### config.mk
export PLATFORM = sky130hd
export DESIGN_NAME = mig_tt_sweeper
export DESIGN_NICKNAME = d
export VERILOG_FILES = /design/src/rtl/mig_tt_sweeper.sv
export SDC_FILE = /design/constraint.sdc
export NUM_CORES = 1
export LEC_CHECK = 0
export BUFFER_PORTS_ARGS = -buffer_cell sky130_fd_sc_hd__clkbuf_2
export CORE_ASPECT_RATIO = 1.2
export CORE_MARGIN = 2
export CORE_UTILIZATION = 51
export DETAILED_ROUTE_END_ITERATION = 12
export GPL_TIMING_DRIVEN = 0
export PLACE_DENSITY = 0.82
export SLEW_MARGIN = 20
export SYNTH_ARGS = -nofsm -noshare
export SYNTH_HDL_FRONTEND = slang
export SYNTH_SLANG_ARGS = --single-unit
### constraint.sdc
create_clock -name clk -period 1.95 [get_ports clk]
set_clock_uncertainty 0.2 [all_clocks]
set_input_delay 0.195 -clock clk [delete_from_list [all_inputs] [get_ports clk]]
set_output_delay 0.195 -clock clk [all_outputs]
set_load 0.02 [all_outputs]
### src/rtl/mig_tt_sweeper.sv
// Truth-table sweeper: walks a 4-input point index through a permuted/negated map
// onto x, captures the (optionally inverted) response into tt and compares it to expect_tt.
module mig_tt_sweeper #(
    parameter int unsigned SETTLE = 0
) (
    input  logic        clk,
    input  logic        rst,
    input  logic        start,
    input  logic [7:0]  perm,
    input  logic [3:0]  neg_in,
    input  logic        neg_out,
    input  logic [15:0] expect_tt,
    output logic [3:0]  x,
    input  logic        y_in,
    output logic        busy,
    output logic        done,
    output logic [15:0] tt,
    output logic        match,
    output logic        perm_err
);

    typedef enum logic [1:0] {
        S_IDLE = 2'd0,
        S_RUN  = 2'd1,
        S_DONE = 2'd2
    } state_t;

    localparam logic [3:0] SETTLE_C = 4'(SETTLE);

    state_t      state_q;
    logic [3:0]  idx_q;
    logic [3:0]  cnt_q;
    logic [7:0]  perm_q;
    logic [3:0]  neg_in_q;
    logic        neg_out_q;
    logic [15:0] exp_q;
    logic        busy_q;
    logic        done_q;
    logic [15:0] tt_q;
    logic        match_q;
    logic        perm_err_q;

    logic [3:0]  x_s;
    logic        last_pt_s;
    logic [15:0] tt_d;

    // A valid permutation has four pairwise-distinct 2-bit fields.
    function automatic logic perm_ok(input logic [7:0] p);
        return (p[1:0] != p[3:2]) && (p[1:0] != p[5:4]) && (p[1:0] != p[7:6]) &&
               (p[3:2] != p[5:4]) && (p[3:2] != p[7:6]) && (p[5:4] != p[7:6]);
    endfunction

    // Point drive, end-of-point detection and the truth table with the current sample merged in.
    always_comb begin
        x_s = 4'b0000;
        if (state_q == S_RUN) begin
            for (int i = 0; i < 4; i++) begin
                x_s[i] = idx_q[perm_q[2*i +: 2]] ^ neg_in_q[i];
            end
        end else begin
            x_s = 4'b0000;
        end
        last_pt_s   = (cnt_q == SETTLE_C);
        tt_d        = tt_q;
        tt_d[idx_q] = y_in ^ neg_out_q;
    end

    // Sweep sequencer with registered status outputs.
    always_ff @(posedge clk) begin
        if (rst) begin
            state_q    <= S_IDLE;
            idx_q      <= 4'd0;
            cnt_q      <= 4'd0;
            perm_q     <= 8'd0;
            neg_in_q   <= 4'd0;
            neg_out_q  <= 1'b0;
            exp_q      <= 16'd0;
            busy_q     <= 1'b0;
            done_q     <= 1'b0;
            tt_q       <= 16'd0;
            match_q    <= 1'b0;
            perm_err_q <= 1'b0;
        end else begin
            case (state_q)
                S_IDLE: begin
                    done_q <= 1'b0;
                    if (start) begin
                        perm_q    <= perm;
                        neg_in_q  <= neg_in;
                        neg_out_q <= neg_out;
                        exp_q     <= expect_tt;
                        idx_q     <= 4'd0;
                        cnt_q     <= 4'd0;
                        tt_q      <= 16'd0;
                        match_q   <= 1'b0;
                        if (perm_ok(perm)) begin
                            state_q    <= S_RUN;
                            busy_q     <= 1'b1;
                            perm_err_q <= 1'b0;
                        end else begin
                            state_q    <= S_DONE;
                            busy_q     <= 1'b0;
                            done_q     <= 1'b1;
                            perm_err_q <= 1'b1;
                        end
                    end
                end
                S_RUN: begin
                    if (last_pt_s) begin
                        tt_q  <= tt_d;
                        cnt_q <= 4'd0;
                        // Point 15 ends the sweep; idx parks instead of wrapping.
                        if (idx_q == 4'd15) begin
                            state_q <= S_DONE;
                            busy_q  <= 1'b0;
                            done_q  <= 1'b1;
                            match_q <= (tt_d == exp_q);
                        end else begin
                            idx_q <= idx_q + 4'd1;
                        end
                    end else begin
                        cnt_q <= cnt_q + 4'd1;
                    end
                end
                S_DONE: begin
                    done_q  <= 1'b0;
                    idx_q   <= 4'd0;
                    state_q <= S_IDLE;
                end
                default: begin
                    state_q <= S_IDLE;
                    busy_q  <= 1'b0;
                    done_q  <= 1'b0;
                    idx_q   <= 4'd0;
                    cnt_q   <= 4'd0;
                end
            endcase
        end
    end

    assign x        = x_s;
    assign busy     = busy_q;
    assign done     = done_q;
    assign tt       = tt_q;
    assign match    = match_q;
    assign perm_err = perm_err_q;

endmodule

==> key figures, run 1 <==
Synth
  • Synth Area in Adders: 2.17%
  • Syn nets: ~500
  • Largest area contributor in the netlist: dfxtp_1
  • Largest family of logic cells by synthesized area: simple AND/OR/NAND/NOR gates
  • Post-synth top flop: dfxtp_1
  • Yosys cell types: between 50 and 60
  • Compound-Gate Fraction of Synth Area: 22.4%
  • Post-Synth Simple-Gate Area: between 20% and 30%
  • FFs w/ async S/R, synth: 0%
  • Yosys top cell area share: about 34%
  • Synth Register Bits: 59
  • Syn. warnings: 0
  • Ranking of synthesized cells by area: dfxtp_1 34%, a21oi_1 11%, nand2_1 7.9%
  • Syn avg cell area: 7.65 sq um
  • Mux share of post-synthesis cell area: 2.89%
  • Register area share after synthesis: between 30 and 40%
  • Cell count after synthesis: around 450
  • Cell with the most instances after synthesis: a21oi_1
  • Xor and xnor fraction of the mapped netlist area: 8.05%
  • EDFF count, synth: 0
  • Syn Std Cell Area: about 3500 sq um
  • Post-synth top cells: 75 x a21oi_1, 73 x nand2_1, 59 x dfxtp_1

Route
  • DR pass1 iterations: 5
  • Final wirelength: 12.9 mm
  • DRC: 0
  • Final ANT Viol Nets: 0
  • Post-DR wirelength/cell: between 15 and 20 um
  • DRT iter0 DRCs: between 300 and 400
  • Vias: roughly 4100
  • Vias/cell: between 6 and 7

Run status
  • Failing checks: setup timing
  • Run status: finished with violations

CTS
  • TritonCTS sink count: 59
  • TritonCTS clock tree: built
  • Clock Pin Slew Worst Setup and Hold Paths: approximately 0.070 ns
  • Skew-Pair Late Insertion Delay: 0.34 ns
  • Root Driver: clkbuf_8
  • CTS Buf Count: 9
  • Clk buf depth: 2
  • # H-tree levels: 3

Job
  • Max cap viols: 0

Hold path
  • Hold crit path type: primary input to register

Setup path
  • Worst Path Max Fanout: 5
  • CP startpoint kind: register
  • Req. time, crit path: 1.55 ns
  • CP arrival: about 1.9 ns
  • Critical path class: register to output port
  • CP endpoint kind: output port

Cells and area
  • Share of layout cells above drive strength 1: between 20 and 30%
  • Fillers: between 400 and 500
  • Area growth from synthesis to layout: 41.8%
  • Design area: around 4900 sq um
  • Nets: approximately 600
  • Finished Layout Cells: 664
  • Antenna diodes: 0

Global route
  • Remaining global-route overflow: 0
  • Initial antenna violation count: 0
  • Tot GR Track Use: 33.1%
  • Largest net degree at the start of global routing: 11
  • Vias in the first global route: 4003
  • First-pass GRT wire length: roughly 19 mm

Floorplan
  • Chip Height: 94.3 um
  • Starting Density: between 50 and 60%
  • Horiz. Die Dim: a little under 80 um
  • Rows: 32
  • Top Ports: 57
  • Area of the die: roughly 7500 sq um
  • Core Footprint: 6490 sq um

Power
  • Static Leak: roughly 0.0019 uW
  • Power per cell area: 693 nW/um^2
  • Peak supply drop: roughly 0.56 mV

Timing
  • Final worst setup slack: -0.351 ns
  • FMAX: 435 MHz
  • Final setup TNS: -1.57 ns
  • Worst rel slew slack: 57.5%
  • Final count of negative-setup-slack endpoints: 5
  • Max Slew Vio Count: 0
  • RSZ-0062 raised after global routing: yes
  • Fin crit period: between 2 and 2.5 ns
  • Worst hold margin: 0.0583 ns
  • Crit share post-route: 118%
  • Worst-Margin Slew: 0.637 ns
  • Fin. Hold Viols: 0

Placed design
  • Placed Cells: roughly 590
  • Post-DP Area: between 3000 and 4000 sq um
  • RD Place Congestion: just under 1
  • Port Buffers: 56
  • Pre-CTS WS: -0.502 ns
  • DP HPWL: 7.68 mm
## sequential cells by signal, indices dropped and copies added, names as in the netlist
register	flops
tt	16
match	1
busy	1
neg_in_q	4
exp_q	16
neg_out_q	1
cnt_q	4
done	1
perm_err	1
idx_q	4
state_q	2
perm_q	8
## power by group
part	total, uW	internal (uW)	switching [uW]	leakage (uW)
combinational	715	300	415	0.00134
clock	1350	828	522	0.000120
sequential	1340	1270	73.9	0.000485
## layout by cell type (no fill, tap or decap), types with 4 or more instances in the layout
cell type,instances
a21oi_1,73
a22oi_1,7
buf_4,28
buf_6,7
clkbuf_1,8
clkbuf_2,57
clkbuf_8,18
dfxtp_1,52
dfxtp_2,4
dlygate4sd3_1,29
inv_1,8
inv_2,4
mux4_2,4
nand2_1,73
nand2b_1,11
nand3_1,20
nor2_1,20
nor2_2,4
nor3_1,7
o21ai_0,27
o22ai_1,5
xnor2_1,9
xor2_1,17
## metal layers
| metal | vias to the layer above | part of all wire, % | track usage [%] |
|---|---|---|---|
| li1 | 1831 | - | - |
| met1 | 1891 | 37 | 36.2 |
| met2 | 275 | 49 | 58.9 |
| met3 | 96 | 6.9 | 6.15 |
| met4 | 0 | 7.2 | 19.8 |
| met5 | - | 0 | 0 |
## critical path: stages, from the launching register on
cell	delay, ns
dfxtp_2	0.34
buf_8	0.12
clkbuf_16	0.14
mux4_2	0.50
xnor2_2	0.16
nor2_2	0.13
clkbuf_8	0.16
## cells by family (layout without fill, tap and decap cells)
| group | after synthesis | count (layout) |
|---|---|---|
| and+or+nand+nor | 172 | 172 |
| AOI/OAI and AO/OA | 135 | 135 |
| DFF | 59 | 59 |
| buffers and inverters | 45 | 171 |
| xor gates and xnor gates | 31 | 31 |
| adders and majority gates | 6 | 6 |
| muxes | 5 | 5 |
## per-stage QoR
step	total power, uW	utilization [%]
after global routing	3500	75.8
after detailed placement	1920	59.6
after CTS	3310	74.0
after floorplan	1730	-
final	3400	75.8
after global placement	1900	59.6
## what timing repair did
item / CTS / global route
endpoints found under the hold margin: 29 / 0
gates cloned: 0 / 0
resized for setup: 73 / 29
buffers inserted: 20 / 6
pin swaps: 12 / 11
endpoints found under the setup margin: 34 / 41
hold buffers: 29 / 0
## cell type report
type,count,area (sq um),share of cell area [%]
buffer,31,258,5.25
clock buffer,13,169,3.44
clock inverter,3,68.8,1.40
inverter,13,48.8,0.993
multi-input combinational,349,2250,45.8
sequential,59,1200,24.4
tap,85,106,2.16
timing repair buffer,111,813,16.6
## final timing paths
path	startpoint	to	slack (ns)	depth (start not counted)
worst min-delay path	rst	state_q[1]	0.06	3
worst max register to register	idx_q[2]	match	-0.26	8
worst min register to register	busy	busy	0.27	2
worst max-delay path	idx_q[3]	x[2]	-0.35	6
Power figures use the tool's default switching activity.
==> run 2: changes to the inputs <==
- SETUP_SLACK_MARGIN: unset -> 0.05
==> run 2 against run 1 <==
The flow still finishes with violations (setup timing). Clock power is 13% higher. Cell area is 1.6% higher. Die area stayed put. Sequential power hardly changed. Flip-flop and latch count stayed put. First-iteration DRC count is 27% higher. Count of clock-buffer cells in the layout stayed put. Cell count stayed put. Non-clock buffer count stayed put.
==> key figures, run 2 (synthesized netlist as in run 1, its figures left out) <==
Run status
  • Run status: finished with violations
  • Failing checks: setup timing

Route
  • Vias/cell: a little over 6
  • DRC: 0
  • Post-DR wirelength/cell: between 15 and 20 um
  • DR pass1 iterations: 7
  • Final ANT Viol Nets: 0
  • Vias: between 4000 and 5000
  • DRT iter0 DRCs: between 400 and 500
  • Final wirelength: 12.8 mm

Timing
  • Max Slew Vio Count: 0
  • Worst-Margin Slew: 0.691 ns
  • Final worst setup slack: -0.416 ns
  • Fin. Hold Viols: 0
  • FMAX: 423 MHz
  • Fin crit period: between 2 and 2.5 ns
  • RSZ-0062 raised after global routing: yes
  • Final count of negative-setup-slack endpoints: 5
  • Worst rel slew slack: a little over half
  • Crit share post-route: 121%

Setup path
  • CP startpoint kind: register
  • Slowest stage delay, CP: 0.52 ns
  • Reg2reg end: match
  • Critical path class: register to output port
  • R2R depth: 8
  • CP endpoint kind: output port
  • Max stage delay cell, worst path: mux4_2
  • CP arrival: 1.97 ns
  • Req. time, crit path: 1.55 ns
  • Worst Path Max Fanout: 5
  • Worst reg2reg path startpoint: idx_q[3]
  • Worst R2R Setup Slack: -0.24 ns
  • Worst path cell trace: buf_8 -> clkbuf_16 -> mux4_2 -> xnor2_2 -> nor2_2 -> clkbuf_8

CTS
  • Skew-Pair Late Insertion Delay: around 0.36 ns
  • Clock Pin Slew Worst Setup and Hold Paths: around 0.07 ns
  • Clk buf depth: 2
  • Root Driver: clkbuf_8
  • TritonCTS sink count: 59
  • TritonCTS clock tree: built
  • CTS Buf Count: 9
  • # H-tree levels: 3

Power
  • Static Leak: 0.00197 uW
  • Power per cell area: around 720 nW/um^2
  • Peak supply drop: roughly 0.67 mV
  • Net switching fraction of the power: ~28%
  • Clock power frac: 42.1%
  • Int Pwr: 2580 uW
  • Switching Power: ~1000 uW
  • Reg power frac: a little under two fifths
  • Combinational power share: about a fifth

Job
  • Max cap viols: 0

Placed design
  • Pre-CTS WS: -0.471 ns
  • DP HPWL: 7.45 mm
  • Placed Cells: 594
  • Port Buffers: between 50 and 60
  • RD Place Congestion: about 1.0
  • Post-DP Area: ~3900 sq um

Cells and area
  • Commonest non-fill, non-tap cells in the layout: 72 x a21oi_1, 72 x nand2_1, 58 x clkbuf_2, 51 x dfxtp_1, 29 x dlygate4sd3_1
  • Area growth from synthesis to layout: 44.0%
  • Share of layout cells above drive strength 1: 29.9%
  • Fin util: between 70% and 80%
  • Finished Layout Cells: 664
  • Antenna diodes: 0
  • Nets: approximately 610
  • Design area: 4990 sq um

Floorplan
  • Top Ports: 57
  • Starting Density: a little over half
  • Area of the die: 7470 sq um
  • Core Footprint: 6490 sq um
  • Rows: 32
  • Chip Height: between 90 and 100 um
  • Horiz. Die Dim: just under 80 um

Global route
  • Tot GR Track Use: ~32%
  • Vias in the first global route: 3777
  • Initial antenna violation count: 0
  • First-pass GRT wire length: around 18 mm
  • Remaining global-route overflow: 0
  • Largest net degree at the start of global routing: 11

Hold path
  • Worst Hold Endpoint: state_q[1]
  • Min-delay src: rst
  • Hold crit path type: primary input to register
  • Hold Path Cell Cnt: 3
run 2: changes by cell type in the layout (fill, tap and decap cells not counted), sizes merged:
cell,change
clkinv,-1
bufinv,+1
clkbuf,+1
buf,-1
run 2: per-layer routing:
metal / GRT usage (%) / routed length (um) / up-vias
met2: 52.8 / 6270 / 298
li1: - / - / 1834
met5: 0 / 0 / -
met3: 6.25 / 1090 / 100
met1: 36.6 / 4600 / 1886
met4: 24.6 / 878 / 0
run 2: worst max-delay path: cells and delay by family, from the launching register on:
kind	cells	cell delay, ns
xor+xnor	1	0.18
buf+inv	3	0.43
flops	1	0.33
mux	1	0.52
simple gates	1	0.15
run 2: layout make-up:
type                            count  area (sq um)
Buffer                             30           272
Multi-Input combinational cell    349          2280
Clock inverter                      3          90.1
Timing Repair Buffer              112           817
Tap cell                           85           106
Clock buffer                       13           180
Inverter                           13          48.8
Sequential cell                    59          1200
Fill cell                         442          1500
run 2: power groups by stage:
| stage | registers [uW] | clock network, uW | logic (uW) |
|---|---|---|---|
| after global placement | 1360 | 0 | 538 |
| after CTS | 1330 | 1500 | 648 |
| after global routing | 1340 | 1580 | 797 |
| after detailed placement | 1360 | 0 | 551 |
| final | 1340 | 1520 | 744 |
| after floorplan | 1350 | 0 | 383 |
run 2: repair_timing:
item | CTS | global route
pin swaps | 13 | 10
endpoints found under the hold margin | 29 | 0
cloned | 0 | 1
setup buffers | 14 | 12
hold buffers | 29 | 0
resized for setup | 76 | 42
endpoints found under the setup margin | 34 | 46
run 2: worst max-delay path by stage:
stage / cells after the start / from / slack [ns] / end
finish: 6 / idx_q[3] / -0.42 / x[3]
global route: 6 / idx_q[3] / -0.43 / x[3]
CTS: 6 / idx_q[3] / -0.36 / x[3]
detailed placement: 9 / idx_q[0] / -0.47 / match
global placement: 7 / idx_q[0] / -0.42 / match
floorplan: 9 / idx_q[0] / -0.0001 / match
run 2: metrics by stage:
| stage | hold WS (ns) | total power [uW] | TNS [ns] |
|---|---|---|---|
| 2_1_floorplan | 0.131 | 1730 | -0.000102 |
| 3_3_place_gp | 0.219 | 1900 | -3.69 |
| 3_5_place_dp | 0.224 | 1910 | -4.58 |
| 4_1_cts | 0.0282 | 3480 | -1.27 |
| 5_1_grt | 0.0605 | 3720 | -1.75 |
| 6_report | 0.0433 | 3600 | -1.61 |
==> run 3: changes to the inputs <==
- CORE_UTILIZATION: 51 -> 55
- PLACE_DENSITY: 0.82 -> 0.84
- clock period: 1.95 -> 2.6 ns (I/O delays scaled with it)
==> run 3 against run 2 <==
The run now ends clean. Clock power down 52%. Cell count down 5.7%. Register-to-register slack better by 0.40 ns. Worst setup slack better by 0.54 ns. Sequential power down 25%. Total power down 39%. Global-route usage down 0.61 points. Critical path type unchanged. Critical endpoint is now x[2]. Largest cell class unchanged. Largest power group is now sequential cells.
==> key figures, run 3 (synthesized netlist as in run 1, its figures left out) <==
Setup path
  • R2R depth: 8
  • Worst Path Max Fanout: 10
  • CP arrival: roughly 2.0 ns
  • Req. time, crit path: ~2.1 ns
  • CP startpoint kind: register
  • CP endpoint kind: output port
  • Worst R2R Setup Slack: approximately 0.16 ns
  • Reg2reg end: match
  • Critical path class: register to output port
  • Worst reg2reg path startpoint: cnt_q[0]

Route
  • Post-DR wirelength/cell: around 17 um
  • DRC: 0
  • DRT iter0 DRCs: about 320
  • Final wirelength: 10.7 mm
  • Final ANT Viol Nets: 0
  • DR pass1 iterations: 8
  • Vias/cell: 5.97
  • Vias: between 3000 and 4000

Cells and area
  • Antenna diodes: 0
  • Commonest non-fill, non-tap cells in the layout: 75 x a21oi_1, 73 x nand2_1, 57 x dfxtp_1, 55 x clkbuf_2, 28 x o21ai_0
  • Nets: 580
  • Share of layout cells above drive strength 1: ~18%
  • Area growth from synthesis to layout: 22.4%
  • Most common cell after layout, fill and taps aside: a21oi_1
  • Finished Layout Cells: approximately 630
  • Fin util: between 70% and 80%

Global route
  • Tot GR Track Use: between 30% and 40%
  • First-pass GRT wire length: about 17 mm
  • Largest net degree at the start of global routing: 11
  • Remaining global-route overflow: 0
  • Initial antenna violation count: 0
  • Vias in the first global route: around 3500

CTS
  • Root Driver: clkbuf_8
  • CTS Buf Count: 9
  • Skew-Pair Late Insertion Delay: between 0.3 and 0.4 ns
  • Clk buf depth: 2
  • TritonCTS clock tree: built
  • Clock Pin Slew Worst Setup and Hold Paths: 0.06 ns
  • # H-tree levels: 3
  • TritonCTS sink count: 59

Timing
  • Fin. Hold Viols: 0
  • Worst rel slew slack: 60.7%
  • Max Slew Vio Count: 0
  • Fin crit period: 2.47 ns
  • Final worst setup slack: 0.125 ns
  • FMAX: 404 MHz
  • Crit share post-route: between 90% and 100%
  • RSZ-0062 raised after global routing: no
  • Final setup TNS: 0 ns
  • Worst-Margin Slew: just under 0.6 ns
  • Final count of negative-setup-slack endpoints: 0

Placed design
  • Placed Cells: 591
  • Pre-CTS WS: 0.0492 ns
  • RD Place Congestion: slightly below 1
  • DP HPWL: approximately 7.7 mm
  • Port Buffers: 56

Run status
  • Run status: complete, no violations

Floorplan
  • Core Footprint: just over 6000 sq um
  • Starting Density: between 50% and 60%
  • Rows: 31
  • Horiz. Die Dim: about 76 um
  • Top Ports: 57
  • Chip Height: between 90 and 100 um
  • Area of the die: 6950 sq um

Power
  • Peak supply drop: 0.405 mV
  • Power per cell area: 517 nW/um^2
  • Reg power frac: a little under half
  • Combinational power share: roughly a fifth
  • Static Leak: approximately 0.0017 uW
  • Int Pwr: 1520 uW
  • Clock power frac: between 30% and 40%
  • Net switching fraction of the power: a little over 30%
  • Switching Power: between 600 and 700 uW

Hold path
  • Hold crit path type: primary input to register
  • Hold Path Cell Cnt: 3
  • Min-delay src: perm[6]
  • Worst Hold Endpoint: perm_q[6]

Job
  • Max cap viols: 0
## run 3: cell types whose count changed in the layout (fill, tap and decap cells not counted), moves of 7 or more
cell / previous run / this run
o21ai_1: 8 / 1
clkbuf_1: 8 / 19
clkbuf_8: 18 / 11
dlygate4sd3_1: 29 / 21
buf_4: 25 / 3
o21ai_0: 19 / 28
## run 3: how the worst max path moves through the flow
stage	from	to	slack [ns]	depth (start not counted)
after floorplan	idx_q[0]	match	0.44	9
after global placement	idx_q[0]	match	0.01	9
after detailed placement	idx_q[0]	match	0.05	9
after CTS	idx_q[3]	x[1]	0.06	6
after global routing	idx_q[2]	x[3]	0.06	6
final	idx_q[2]	x[2]	0.13	6
## run 3: power by group through the flow
stage / clock (uW) / sequential, uW / combinational [uW]
5_1_grt: 787 / 1010 / 495
2_1_floorplan: 0 / 1010 / 285
3_5_place_dp: 0 / 1020 / 412
3_3_place_gp: 0 / 1020 / 405
6_report: 737 / 1000 / 449
4_1_cts: 746 / 1000 / 440
## run 3: stage by stage
stage          power, uW  hold slack [ns]  instance area (sq um)
2_1_floorplan       1300            0.196                   3460
3_3_place_gp        1420            0.249                   3850
3_5_place_dp        1430            0.250                   3850
4_1_cts             2190          0.00672                   4230
5_1_grt             2290           0.0199                   4240
6_report            2190           0.0123                   4240
## run 3: what timing repair did
| action | in CTS | in global routing |
|---|---|---|
| hold buffers | 21 | 0 |
| endpoints found under the hold margin | 21 | 0 |
| gates cloned | 0 | 0 |
| setup endpoints to repair | 5 | 5 |
| buffers inserted | 0 | 0 |
| gates resized for setup | 2 | 13 |
## run 3: cell type report
cell class / count / area (sq um)
plain buffers: 32 / 175
multi-input cells: 349 / 2070
clock inverters: 2 / 12.5
fillers: 528 / 1810
flip-flops and latches: 59 / 1180
repair buffers: 77 / 493
clock buffers: 12 / 155
inverters: 13 / 48.8
well taps: 82 / 103
## run 3: critical path: stages, from the launching register on
cell and delay [ns]:
dfxtp_1 0.36, clkbuf_4 0.21, buf_4 0.19, mux4_2 0.50, xnor2_1 0.14, nor2_1 0.10, clkbuf_2 0.18
## run 3: routing by layer
layer  part of all wire, %  track usage (%)  vias up
li1                      -                -     1764
met1                    38             35.1     1747
met2                    51             56.6      178
met3                   5.9             5.37       47
met4                   5.1             17.7        0
met5                     0                0        -
